==> src/rtl/mul_div_unit_if.sv <==
// Request/response bundle between the EX stage and the iterative multiply/divide engine.
// The master side issues operations; the slave side is the engine producing HI/LO results.
interface mul_div_unit_if #(
    parameter int WIDTH = 32
);
    logic             start_i;
    logic [1:0]       op_i;
    logic [WIDTH-1:0] src_a_i;
    logic [WIDTH-1:0] src_b_i;
    logic             cancel_i;
    logic             ready_o;
    logic             busy_o;
    logic             done_o;
    logic             hi_we_o;
    logic             lo_we_o;
    logic [WIDTH-1:0] hi_o;
    logic [WIDTH-1:0] lo_o;

    modport master (
        output start_i, op_i, src_a_i, src_b_i, cancel_i,
        input  ready_o, busy_o, done_o, hi_we_o, lo_we_o, hi_o, lo_o
    );

    modport slave (
        input  start_i, op_i, src_a_i, src_b_i, cancel_i,
        output ready_o, busy_o, done_o, hi_we_o, lo_we_o, hi_o, lo_o
    );
endinterface

==> src/rtl/mul_div_unit.sv <==
// Iterative MULT/MULTU/DIV/DIVU engine: one bit per cycle on magnitudes, sign fix-up at the end,
// one-cycle HI/LO write strobe on completion (suppressible by a same-cycle cancel).
module mul_div_unit #(
    parameter int WIDTH = 32,
    parameter int CNT_W = 6
) (
    input  logic           clk,
    input  logic           rst_n,
    mul_div_unit_if.slave  bus
);
    typedef enum logic [1:0] {IDLE, MUL, DIV, DONE} state_t;

    state_t             state_q;
    logic [CNT_W-1:0]   cnt_q;
    logic [WIDTH-1:0]   a_q;
    logic [WIDTH-1:0]   b_q;
    logic [2*WIDTH-1:0] acc_q;
    logic               sa_q;
    logic               sb_q;
    logic [WIDTH-1:0]   hi_q;
    logic [WIDTH-1:0]   lo_q;

    function automatic logic [WIDTH-1:0] neg_w(input logic signed [WIDTH-1:0] v, input logic en);
        return en ? -v : v;
    endfunction

    function automatic logic [2*WIDTH-1:0] neg_2w(input logic signed [2*WIDTH-1:0] v, input logic en);
        return en ? -v : v;
    endfunction

    logic               sgn_a_d;
    logic               sgn_b_d;
    logic [WIDTH-1:0]   abs_a_d;
    logic [WIDTH-1:0]   abs_b_d;
    logic [WIDTH:0]     mul_sum_d;
    logic [2*WIDTH-1:0] mul_acc_d;
    logic [WIDTH:0]     div_part_d;
    logic [WIDTH:0]     div_diff_d;
    logic [2*WIDTH-1:0] div_acc_d;
    logic               last_d;

    always_comb begin
        sgn_a_d = ~bus.op_i[0] & bus.src_a_i[WIDTH-1];
        sgn_b_d = ~bus.op_i[0] & bus.src_b_i[WIDTH-1];
        abs_a_d = neg_w(bus.src_a_i, sgn_a_d);
        abs_b_d = neg_w(bus.src_b_i, sgn_b_d);
        // Multiply: add multiplicand into the upper half when the low bit is set, then shift right.
        mul_sum_d = {1'b0, acc_q[2*WIDTH-1:WIDTH]} + (acc_q[0] ? {1'b0, a_q} : '0);
        mul_acc_d = {mul_sum_d, acc_q[WIDTH-1:1]};
        // Divide: partial remainder needs one extra bit since it can reach 2*divisor-1.
        div_part_d = acc_q[2*WIDTH-1:WIDTH-1];
        div_diff_d = div_part_d - {1'b0, b_q};
        div_acc_d  = div_diff_d[WIDTH] ? {div_part_d[WIDTH-1:0], acc_q[WIDTH-2:0], 1'b0}
                                       : {div_diff_d[WIDTH-1:0], acc_q[WIDTH-2:0], 1'b1};
        last_d = (cnt_q == CNT_W'(WIDTH-1));
    end

    always_ff @(posedge clk or negedge rst_n) begin
        if (!rst_n) begin
            state_q <= IDLE;
            cnt_q   <= '0;
            a_q     <= '0;
            b_q     <= '0;
            acc_q   <= '0;
            sa_q    <= 1'b0;
            sb_q    <= 1'b0;
            hi_q    <= '0;
            lo_q    <= '0;
        end else begin
            case (state_q)
                IDLE: begin
                    if (bus.start_i && !bus.cancel_i) begin
                        a_q     <= abs_a_d;
                        b_q     <= abs_b_d;
                        sa_q    <= sgn_a_d;
                        sb_q    <= sgn_b_d;
                        cnt_q   <= '0;
                        acc_q   <= {{WIDTH{1'b0}}, (bus.op_i[1] ? abs_a_d : abs_b_d)};
                        state_q <= bus.op_i[1] ? DIV : MUL;
                    end
                end
                MUL: begin
                    if (bus.cancel_i) begin
                        state_q <= IDLE;
                    end else begin
                        acc_q <= mul_acc_d;
                        cnt_q <= cnt_q + 1'b1;
                        if (last_d) begin
                            {hi_q, lo_q} <= neg_2w(mul_acc_d, sa_q ^ sb_q);
                            state_q      <= DONE;
                        end
                    end
                end
                DIV: begin
                    if (bus.cancel_i) begin
                        state_q <= IDLE;
                    end else if (b_q == '0) begin
                        // Divide by zero: hand back the dividend as given and an all-ones quotient.
                        hi_q    <= neg_w(a_q, sa_q);
                        lo_q    <= '1;
                        state_q <= DONE;
                    end else begin
                        acc_q <= div_acc_d;
                        cnt_q <= cnt_q + 1'b1;
                        if (last_d) begin
                            lo_q    <= neg_w(div_acc_d[WIDTH-1:0], sa_q ^ sb_q);
                            hi_q    <= neg_w(div_acc_d[2*WIDTH-1:WIDTH], sa_q);
                            state_q <= DONE;
                        end
                    end
                end
                DONE: begin
                    state_q <= IDLE;
                end
                default: begin
                    state_q <= IDLE;
                end
            endcase
        end
    end

    assign bus.ready_o = (state_q == IDLE);
    assign bus.busy_o  = (state_q != IDLE);
    assign bus.done_o  = (state_q == DONE);
    assign bus.hi_we_o = bus.done_o & ~bus.cancel_i;
    assign bus.lo_we_o = bus.done_o & ~bus.cancel_i;
    assign bus.hi_o    = hi_q;
    assign bus.lo_o    = lo_q;
endmodule

==> src/flat_wrapper.sv <==
// flat-port wrapper written by rule: the top's interface ports become plain ports
module mul_div_unit_flat 
#(
    parameter int WIDTH = 32,
    parameter int CNT_W = 6
)
  (clk, rst_n, bus_start_i, bus_op_i, bus_src_a_i, bus_src_b_i, bus_cancel_i, bus_ready_o, bus_busy_o, bus_done_o, bus_hi_we_o, bus_lo_we_o, bus_hi_o, bus_lo_o);
  mul_div_unit_if #(.WIDTH(WIDTH)) bus_i ();
  input  logic clk;
  input  logic rst_n;
  input wire logic [$bits(bus_i.start_i)-1:0] bus_start_i;
  input wire logic [$bits(bus_i.op_i)-1:0] bus_op_i;
  input wire logic [$bits(bus_i.src_a_i)-1:0] bus_src_a_i;
  input wire logic [$bits(bus_i.src_b_i)-1:0] bus_src_b_i;
  input wire logic [$bits(bus_i.cancel_i)-1:0] bus_cancel_i;
  output wire logic [$bits(bus_i.ready_o)-1:0] bus_ready_o;
  output wire logic [$bits(bus_i.busy_o)-1:0] bus_busy_o;
  output wire logic [$bits(bus_i.done_o)-1:0] bus_done_o;
  output wire logic [$bits(bus_i.hi_we_o)-1:0] bus_hi_we_o;
  output wire logic [$bits(bus_i.lo_we_o)-1:0] bus_lo_we_o;
  output wire logic [$bits(bus_i.hi_o)-1:0] bus_hi_o;
  output wire logic [$bits(bus_i.lo_o)-1:0] bus_lo_o;
  assign bus_i.start_i = bus_start_i;
  assign bus_i.op_i = bus_op_i;
  assign bus_i.src_a_i = bus_src_a_i;
  assign bus_i.src_b_i = bus_src_b_i;
  assign bus_i.cancel_i = bus_cancel_i;
  assign bus_ready_o = bus_i.ready_o;
  assign bus_busy_o = bus_i.busy_o;
  assign bus_done_o = bus_i.done_o;
  assign bus_hi_we_o = bus_i.hi_we_o;
  assign bus_lo_we_o = bus_i.lo_we_o;
  assign bus_hi_o = bus_i.hi_o;
  assign bus_lo_o = bus_i.lo_o;
  mul_div_unit #(.WIDTH(WIDTH), .CNT_W(CNT_W)) u_core (.clk(clk), .rst_n(rst_n), .bus(bus_i));
endmodule
==> config.mk <==
export PLATFORM = sky130hd
export DESIGN_NAME = mul_div_unit_flat
export DESIGN_NICKNAME = d
export VERILOG_FILES = /design/src/rtl/mul_div_unit_if.sv /design/src/rtl/mul_div_unit.sv /design/src/flat_wrapper.sv
export SDC_FILE = /design/constraint.sdc
export NUM_CORES = 1
export LEC_CHECK = 0
export ABC_AREA = 1
export BUFFER_PORTS_ARGS = -buffer_cell sky130_fd_sc_hd__buf_2
export CAP_MARGIN = 15
export CELL_PAD_IN_SITES_DETAIL_PLACEMENT = 2
export CELL_PAD_IN_SITES_GLOBAL_PLACEMENT = 2
export CORE_MARGIN = 1.5
export CORE_UTILIZATION = 34
export CTS_BUF_LIST = sky130_fd_sc_hd__clkbuf_16
export DETAILED_ROUTE_END_ITERATION = 8
export PLACE_DENSITY_LB_ADDON = 0.1
export SYNTH_ARGS = -nofsm -noshare
export SYNTH_HDL_FRONTEND = slang
export SYNTH_SLANG_ARGS = --single-unit
==> constraint.sdc <==
create_clock -name clk -period 4.4 [get_ports clk]
set_input_delay 0.44 -clock clk [delete_from_list [all_inputs] [get_ports clk]]
set_output_delay 0.44 -clock clk [all_outputs]
set_load 0.05 [all_outputs]
# After elaboration in Yosys (flattened, before gate mapping)
# Index checks and enable logic that the tools add are counted.
[totals] inputBits=70 output_inout_bits=69 word_cells=82 regBits=202
[classes] mux=38 n_eq_ne=10 reduce_logical=10 bitwise_logic=6 n_addsub=9
[op_table] cell="$mux 32" n=17
[op_table] cell="$mux 64" n=6
[op_table] cell="$pmux 64 s3" n=1
[op_table] cell="$neg 32->32" n=5
[op_table] cell="$pmux 32 s2" n=2
[op_table] cell="$neg 64->64" n=1
[op_table] cell="$add 32x33->33" n=1
[op_table] cell="$sub 33x32->33" n=1
[op_table] cell="$logic_not 32->1" n=1
[op_table] cell="$mux 6" n=4
[op_table] cell="$pmux 6 s3" n=1
[op_table] cell="$mux 2" n=6
[op_table] cell="$reduce_and 5->1" n=2
[op_table] cell="$pmux 2 s4" n=1
[op_table] cell="$add 6x1->6 const B" n=1
[op_table] cell="$eq 6x5->1 const B" n=1
[op_table] cell="$ne 2x2->1 const B" n=3
[op_table] cell="$eq 2x2->1 const B" n=2
[op_table] cell="$ne 2x1->1 const B" n=2
[op_table] cell="$reduce_bool 2->1" n=2
[op_table] cell="$and 1x1->1" n=3
[op_table] cell="$ne 3x1->1 const B" n=1
[op_table] cell="$reduce_bool 3->1" n=1
[op_table] cell="$eq 2x1->1 const B" n=1
[op_table] cell="other kinds (6)" n=7

# Longest topological paths before layout
# Gate-level depths: netlist of run 1.
[logic_depth] depth_word=8 mapped_depth=31 mapped_depth_nobuf=29

# Least setup slack after synthesis of run 1
# Ideal clock, no wire load.
[synth_path] path_type="reg2reg" startpoint="register u_core.acc_q[0]" endpoint="register u_core.hi_q[25] (netlist: u_core.bus.hi_o[25])" required_ns=4.282 stages_incl_launch_ff=23 period_less_slack_ns=3.336 setup_time_ns=0.118 slack_ns=1.064 path_buffers=2 arrival_ns=3.219 cell_sequence="dfrtp_1 clkbuf_1 clkbuf_1 nand2_1 inv_1 ha_1 fa_1 nor4_1 inv_1 nor2_2 nand3_1 nor2_1 nand2_1 nor2_1 inv_1 nor2_2 nand2_1 o21ai_2 nand3_1 nand2_1 o21ai_0 a21oi_1 nor2_1"
[synth_via] elab_chain_cells=7
[synth_lines] element="start, declared" line="mul_div_unit.sv:17" source="logic [2*WIDTH-1:0] acc_q;"
[synth_lines] element="start signal, assigned" line="mul_div_unit.sv:78" source="acc_q <= {{WIDTH{1'b0}}, (bus.op_i[1] ? abs_a_d : abs_b_d)};"
[synth_lines] element="start signal, assigned" line="mul_div_unit.sv:86" source="acc_q <= mul_acc_d;"
[synth_lines] element="start signal, assigned" line="mul_div_unit.sv:103" source="acc_q <= div_acc_d;"
[synth_lines] element="$mux 32 *" line="mul_div_unit.sv:48" source="mul_sum_d = {1'b0, acc_q[2*WIDTH-1:WIDTH]} + (acc_q[0] ? {1'b0, a_q} : '0);"
[synth_lines] element="$add 32x33->33 *" line="mul_div_unit.sv:48"
[synth_lines] element="$neg 64->64" line="mul_div_unit.sv:28" source="return en ? -v : v;"
[synth_lines] element="$mux 64 *" line="mul_div_unit.sv:28"
[synth_lines] element="$mux 32 *" line="mul_div_unit.sv:88" source="if (last_d) begin"
[synth_lines] element="$mux 32 *" line="mul_div_unit.sv:83" source="if (bus.cancel_i) begin"
[synth_lines] element="$pmux 32 s2 *" line="mul_div_unit.sv:70" source="case (state_q)"
[synth_lines] element="end signal, assigned" line="mul_div_unit.sv:89" source="{hi_q, lo_q} <= neg_2w(mul_acc_d, sa_q ^ sb_q);"
[synth_lines] element="end signal, assigned" line="mul_div_unit.sv:99" source="hi_q <= neg_w(a_q, sa_q);"
[synth_lines] element="end signal, assigned" line="mul_div_unit.sv:107" source="hi_q <= neg_w(div_acc_d[2*WIDTH-1:WIDTH], sa_q);"
[synth_lines] element="end, declared" line="mul_div_unit.sv:20" source="logic [WIDTH-1:0] hi_q;"
# Every way passes the cells marked *; elsewhere a longest branch is shown, timed or not. The select of a mux whose other input is x is not followed.
# A chain may end at the register's enable or synchronous reset.

# Worst setup path in the final report of run 1
[layout_path] startpoint="register u_core.acc_q[0]" endpoint="register u_core.hi_q[20] (netlist: u_core.bus.hi_o[20])"
# Same word-level chain as after synthesis.

==> results of run 1 <==
==> through the flow <==
| stage | power (mW) | hold WS [ns] | setup slack (ns) |
|---|---|---|---|
| after global placement | 13.72 | 0.4594 | 0.2633 |
| after global routing | 17.64 | 0.3022 | 0.03590 |
| after floorplan | 9.970 | 0.1444 | 1.064 |
| after detailed placement | 14.09 | 0.4698 | 0.1008 |
| after CTS | 16.44 | 0.2698 | 0.1083 |
| final | 16.62 | 0.2968 | 0.2706 |
==> where the power goes <==
| part | total, mW | switching, mW | leakage, nW | internal [mW] |
|---|---|---|---|---|
| clock network | 2.27 | 0.989 | 0.439 | 1.28 |
| registers | 3.47 | 0.893 | 2.55 | 2.58 |
| logic | 10.9 | 7.90 | 8.88 | 2.98 |
==> timing repair <==
item / in CTS / in global routing
setup buffers: 0 / 1
resized for setup: 0 / 12
hold buffers: 1 / 0
hold endpoints to repair: 76 / 0
endpoints found under the setup margin: 0 / 24
==> layer usage <==
| metal | up-vias | track usage, % |
|---|---|---|
| li1 | 10850 | - |
| met1 | 12170 | 49.73 |
| met2 | 664 | 57.90 |
| met3 | 158 | 4.330 |
| met4 | 4 | 10.69 |
| met5 | - | 0 |
==> cells by family (layout without fill, tap and decap cells) <==
group / count (synthesis) / after routing / share of synthesized area (%)
other cells: 0 / 2 / 0
buf+inv: 548 / 687 / 10.52
fa+ha+maj: 77 / 77 / 4.903
compound gates: 638 / 638 / 18.28
simple gates: 1661 / 1662 / 35.08
flops: 202 / 202 / 25.33
xor+xnor: 134 / 134 / 5.881
==> path summary, 6_finish.rpt <==
check | startpoint | to | slack, ns
worst max-delay path | u_core.acc_q[0] | u_core.bus.hi_o[20] | 0.27
max in group asynchronous | rst_n | u_core.acc_q[31] | 2.77
worst min register to register | u_core.bus.lo_o[17] | u_core.bus.lo_o[17] | 0.48
min in group asynchronous | rst_n | u_core.bus.hi_o[28] | 0.46
worst min-delay path | bus_src_a_i[4] | u_core.a_q[4] | 0.30
worst max register to register | u_core.acc_q[0] | u_core.bus.hi_o[20] | 0.27
==> cell type report <==
class,count,area (um^2),share of cell area [%]
Multi-Input combinational cell,2511,12870,56.78
Sequential cell,202,5057,22.32
Inverter,431,1619,7.144
Timing Repair Buffer,205,1271,5.609
Tap cell,765,957.2,4.223
Clock buffer,28,700.7,3.092
Clock inverter,23,183.9,0.8116
Antenna cell,2,5.005,0.02208
==> registers in the layout, summed over array words and instances, names as in the netlist <==
signal / flops
u_core.bus.lo_o: 32
u_core.bus.hi_o: 32
u_core.sa_q: 1
u_core.sb_q: 1
u_core.cnt_q: 6
u_core.state_q: 2
u_core.a_q: 32
u_core.b_q: 32
u_core.acc_q: 64
==> worst register-to-register path: stages, from the launching register on <==
cell and delay [ns]:
dfrtp_1 0.48, nand2_1 0.10, inv_1 0.05, ha_1 0.35, a21oi_1 0.31, nand2_1 0.27
a21oi_1 0.35, inv_1 0.14, nand2_1 0.10, nand2_1 0.07, or2_2 0.28, nand2_1 0.08
nand2_1 0.06, nor2_1 0.10, nand3_1 0.19, buf_4 0.21, o21ai_0 0.20, o21ai_0 0.11
a21oi_1 0.32, nor2_1 0.12, a2bb2oi_1 0.20
==> placed cells by master (no fill, tap or decap), types with 28 or more instances in the layout <==
master	instances
ha_1	74
nand3_1	176
buf_2	137
xnor2_1	55
xor2_1	79
nor2_1	306
inv_1	419
clkbuf_16	28
nor3_1	51
nand4_1	44
a21oi_1	147
buf_4	60
o21ai_0	295
o22ai_1	70
dfrtp_1	200
nand2_1	971
==> impl_metrics.json, run 1 <==
{
  "drt-met1-wl_mm": 50.45,
  "cellPowerDensity_nw_per_um2": 733.4,
  "synthTopCellsByArea": "dfrtp_1, nand2_1, inv_1, o21ai_0, nor2_1",
  "wl_per_cell_um": 26.50,
  "syn_area_per_cell_um2": 6.122,
  "yosys.area.top_type": "dfrtp_1",
  "first_iter_violations": 1647,
  "synth_edf_count": 0,
  "end_kind": "flop",
  "grt_use_total_pct": 35.84,
  "rows": 88,
  "grt_max_degree": 86,
  "cts_buffers": 28,
  "fin_setup_tns_ns": 0,
  "required_ns": 4.90,
  "core-area_um2": 57810,
  "worst-path-buf-inv": 3,
  "synth_top_cell_area_share_pct": 25.33,
  "p_leak_nw": 11.87,
  "arrival_ns": 4.63,
  "status": "finished, final reports clean",
  "fmaxAchievable_ghz": 0.2422,
  "clkLatencyLatePin_ns": 0.59,
  "synth_seq_cells": 202,
  "synth.most_common_cell": "nand2_1",
  "final_area_um2": 22660,
  "fin_util_pct": 39.21,
  "synth_cells": 3260,
  "ys_types": 60,
  "syn-cell-area_um2": 19960,
  "overflow": 0,
  "die_area_um2": 60160,
  "hold_class": "input pin to flop",
  "finalCritPeriodShare_pct": 93.85,
  "layout.cells.non_filler": 4167,
  "io_buffers": 138,
  "ios": 139,
  "cts_max_path_buffers": 3,
  "cts_root_buf": "clkbuf_16",
  "worstMarginPinSlew_ns": 0.9512,
  "hold_depth": 4,
  "grt_pass1_wl_mm": 162.1,
  "finalWeightedCongestion": 0.9567,
  "wl_met3_mm": 6.319,
  "worstSetupPathType": "flop to flop",
  "fillers": 7304,
  "top_layer_used": "met5",
  "cp_cell_sequence": "nand2_1, inv_1, ha_1, a21oi_1, nand2_1, a21oi_1, inv_1, nand2_1, nand2_1, or2_2, nand2_1, nand2_1, nor2_1, nand3_1, buf_4, o21ai_0, o21ai_0, a21oi_1, nor2_1, a2bb2oi_1",
  "die_y_um": 245.3,
  "dieWidth_um": 245.3,
  "reg2reg_depth": 20,
  "ys.flop_type": "dfrtp_1",
  "place_inst": 4110,
  "synth_nets": 3407,
  "hpwl_mm": 89.83,
  "cp_slowest_cell": "dfrtp_1",
  "cp.depth": 20,
  "dr.pass1.iters": 5,
  "grt_pass1_vias": 25130,
  "syn_to_final_growth_pct": 13.56,
  "ir_worst_vdd_mv": 0.4832,
  "crit_path_start_kind": "flop",
  "clock-sinks": 202,
  "viasPerCell": 5.722,
  "yosys_warnings": 0,
  "dr_wl_met2_mm": 49.96,
  "rsz0062_at_grt": "false",
  "async_flop_share_pct": 100.0,
  "crit_top_cell": "nand2_1",
  "postRouteAntennaNets": 0,
  "antenna_found_initial": 3,
  "crit_family": "compound AO/OA/AOI/OAI gates",
  "hold_viol": 0,
  "h-tree-depth": 1,
  "vias": 23840,
  "crit_fanout": 6,
  "initial_core_util_pct": 34.52,
  "drc": 0,
  "synth-seq-area-share_pct": 25.33,
  "clk_pin_slew_ns": 0.06,
  "final_net_count": 3526,
  "clock-skew-final_ns": 0.03975,
  "maxCapViolCount": 0,
  "synth.cells.most_frequent": "nand2_1, inv_1, nor2_1",
  "slew_headroom_pct": 36.13,
  "wl_mm": 110.4,
  "post_dp_cell_area_um2": 21670,
  "timing.final.max_slew_violations": 0,
  "cts_tree": "done",
  "setup_viol": 0,
  "cpPeakStageDelay_ns": 0.48,
  "min_period_ns": 4.129,
  "layout-drive-gt1-share_pct": 9.971
}
No activity file was read; power rests on OpenSTA's default activity.
==> inputs of run 2 (changes only) <==
- MAX_ROUTING_LAYER: not set -> met4
==> run 2 against run 1 <==
Hold slack got worse by 0.026 ns; critical path type unchanged; critical endpoint is now u_core.bus.hi_o[17]; largest power group unchanged; critical path depth increased by 1; largest cell class unchanged; global-route usage increased by 0.86 points.
==> impl_metrics.json, run 2 (synthesized netlist as in run 1, its figures left out) <==
{
  "fmaxAchievable_ghz": 0.2375,
  "initial_core_util_pct": 34.52,
  "cts_root_buf": "clkbuf_16",
  "die_area_um2": 60160,
  "final_cell_mix": "nand2_1, inv_1, nor2_1",
  "finalWeightedCongestion": 0.9864,
  "p_leak_nw": 11.90,
  "die_y_um": 245.3,
  "grt_pass1_vias": 24770,
  "clock-sinks": 202,
  "crit_path_start_kind": "flop",
  "dr.pass1.iters": 5,
  "final_net_count": 3535,
  "wl_met3_mm": 6.420,
  "slew_headroom_pct": 33.27,
  "cellPowerDensity_nw_per_um2": 731.2,
  "wl_per_cell_um": 26.27,
  "clkLatencyLatePin_ns": 0.60,
  "worstSetupPathType": "flop to flop",
  "core-area_um2": 57810,
  "hold_viol": 0,
  "cts_tree": "done",
  "clk_pin_slew_ns": 0.06,
  "top_layer_used": "met4",
  "grt_max_degree": 86,
  "fin_util_pct": 39.25,
  "first_iter_violations": 1736,
  "dr_wl_met2_mm": 49.59,
  "hpwl_mm": 89.12,
  "finalCritPeriodShare_pct": 95.68,
  "final_common_cell": "nand2_1",
  "required_ns": 4.92,
  "holdCritStartpoint": "bus_src_a_i[4]",
  "syn_to_final_growth_pct": 13.70,
  "rr_startpoint": "u_core.acc_q[46]",
  "clock-skew-final_ns": 0.04073,
  "regMostFlops": "u_core.acc_q",
  "grt_pass1_wl_mm": 160.9,
  "worstMarginPinSlew_ns": 0.9998,
  "rows": 88,
  "ios": 139,
  "post_dp_cell_area_um2": 21650,
  "h-tree-depth": 1,
  "postRouteAntennaNets": 0,
  "grt_use_total_pct": 36.70,
  "crit_path_start": "u_core.acc_q[46]",
  "holdWs_ns": 0.2706,
  "min_period_ns": 4.210,
  "crit_fanout": 13,
  "layout-drive-gt1-share_pct": 10.21,
  "viasPerCell": 5.722,
  "dieWidth_um": 245.3,
  "fin_setup_tns_ns": 0,
  "ir_worst_vdd_mv": 0.4750,
  "drt-met1-wl_mm": 50.27,
  "io_buffers": 138,
  "maxCapViolCount": 0,
  "wl_mm": 109.7,
  "drc": 0,
  "end_kind": "flop",
  "vias": 23890,
  "hold_class": "input pin to flop",
  "largest_register_ffs": 64,
  "arrival_ns": 4.73,
  "antenna_found_initial": 2,
  "status": "finished, final reports clean",
  "cts_buffers": 27,
  "timing.final.max_slew_violations": 0,
  "cts_max_path_buffers": 3,
  "final_area_um2": 22690,
  "overflow": 0,
  "setup_viol": 0
}
==> run 2: cell types whose count changed in the layout (fill, tap and decap cells not counted), moves of 2 or more <==
cell / before / now
buf_4: 60 / 72
inv_1: 419 / 423
clkinv_1: 11 / 8
buf_12: 5 / 3
clkinv_2: 6 / 4
nor2_2: 8 / 6
==> run 2: per-stage QoR <==
step                      std cells  power [mW]  setup slack (ns)
after floorplan                3260       9.970             1.064
after global placement         4111       13.70            0.1641
after detailed placement       4111       14.09          0.004222
after CTS                      4162       16.36           0.07883
after global routing           4175       17.62          -0.04966
final                          4175       16.59            0.1900
==> run 2: layout make-up <==
cell class                 instances  area (um^2)
fill                            7295        35110
antenna                            1        2.502
timing repair buffer             215         1321
tap                              765        957.2
clock inverter                    23        156.4
sequential                       202         5057
clock buffer                      27        675.6
inverter                         431         1619
multi-input combinational       2511        12900
==> run 2: power by group <==
group          switching (mW)  internal [mW]
combinational            7.96           2.99
sequential              0.889           2.58
clock                   0.992           1.18
==> run 2: path summary, 6_finish.rpt <==
path | endpoint | slack, ns | depth (start not counted)
max reg2reg | u_core.bus.hi_o[17] | 0.19 | 21
max in group asynchronous | u_core.bus.lo_o[13] | 2.80 | 3
min in group asynchronous | u_core.acc_q[61] | 0.40 | 2
max | u_core.bus.hi_o[17] | 0.19 | 21
min reg2reg | u_core.bus.lo_o[27] | 0.48 | 2
min | u_core.a_q[4] | 0.27 | 4
==> run 2: routing by layer <==
| layer | vias to the layer above | global-route usage [%] |
|---|---|---|
| met1 | 12100 | 50.64 |
| met3 | 139 | 3.466 |
| met2 | 774 | 57.20 |
| met5 | - | - |
| met4 | 0 | 9.768 |
| li1 | 10880 | - |
==> run 2: worst max-delay path, cell delays in order, from the launching register on <==
cell	delay (ns)
dfrtp_1	0.53
ha_1	0.44
nand2_1	0.19
inv_2	0.05
nand2_1	0.17
inv_2	0.06
a21oi_1	0.18
nand2_2	0.11
nand2_4	0.10
nand3_1	0.22
nand2_8	0.22
buf_4	0.17
nand2_1	0.06
nand2_1	0.26
nand4_1	0.20
o21ai_2	0.37
nand2_1	0.14
nand3_1	0.12
nand3_1	0.10
nand2_1	0.18
a21oi_1	0.13
nor2_1	0.13
==> run 2: timing repair <==
item | CTS | global route
gates cloned | 0 | 1
setup endpoints to repair | 3 | 23
resized for setup | 2 | 13
setup buffers | 0 | 10
pin swaps | 0 | 2
hold buffers | 1 | 0
endpoints found under the hold margin | 71 | 0
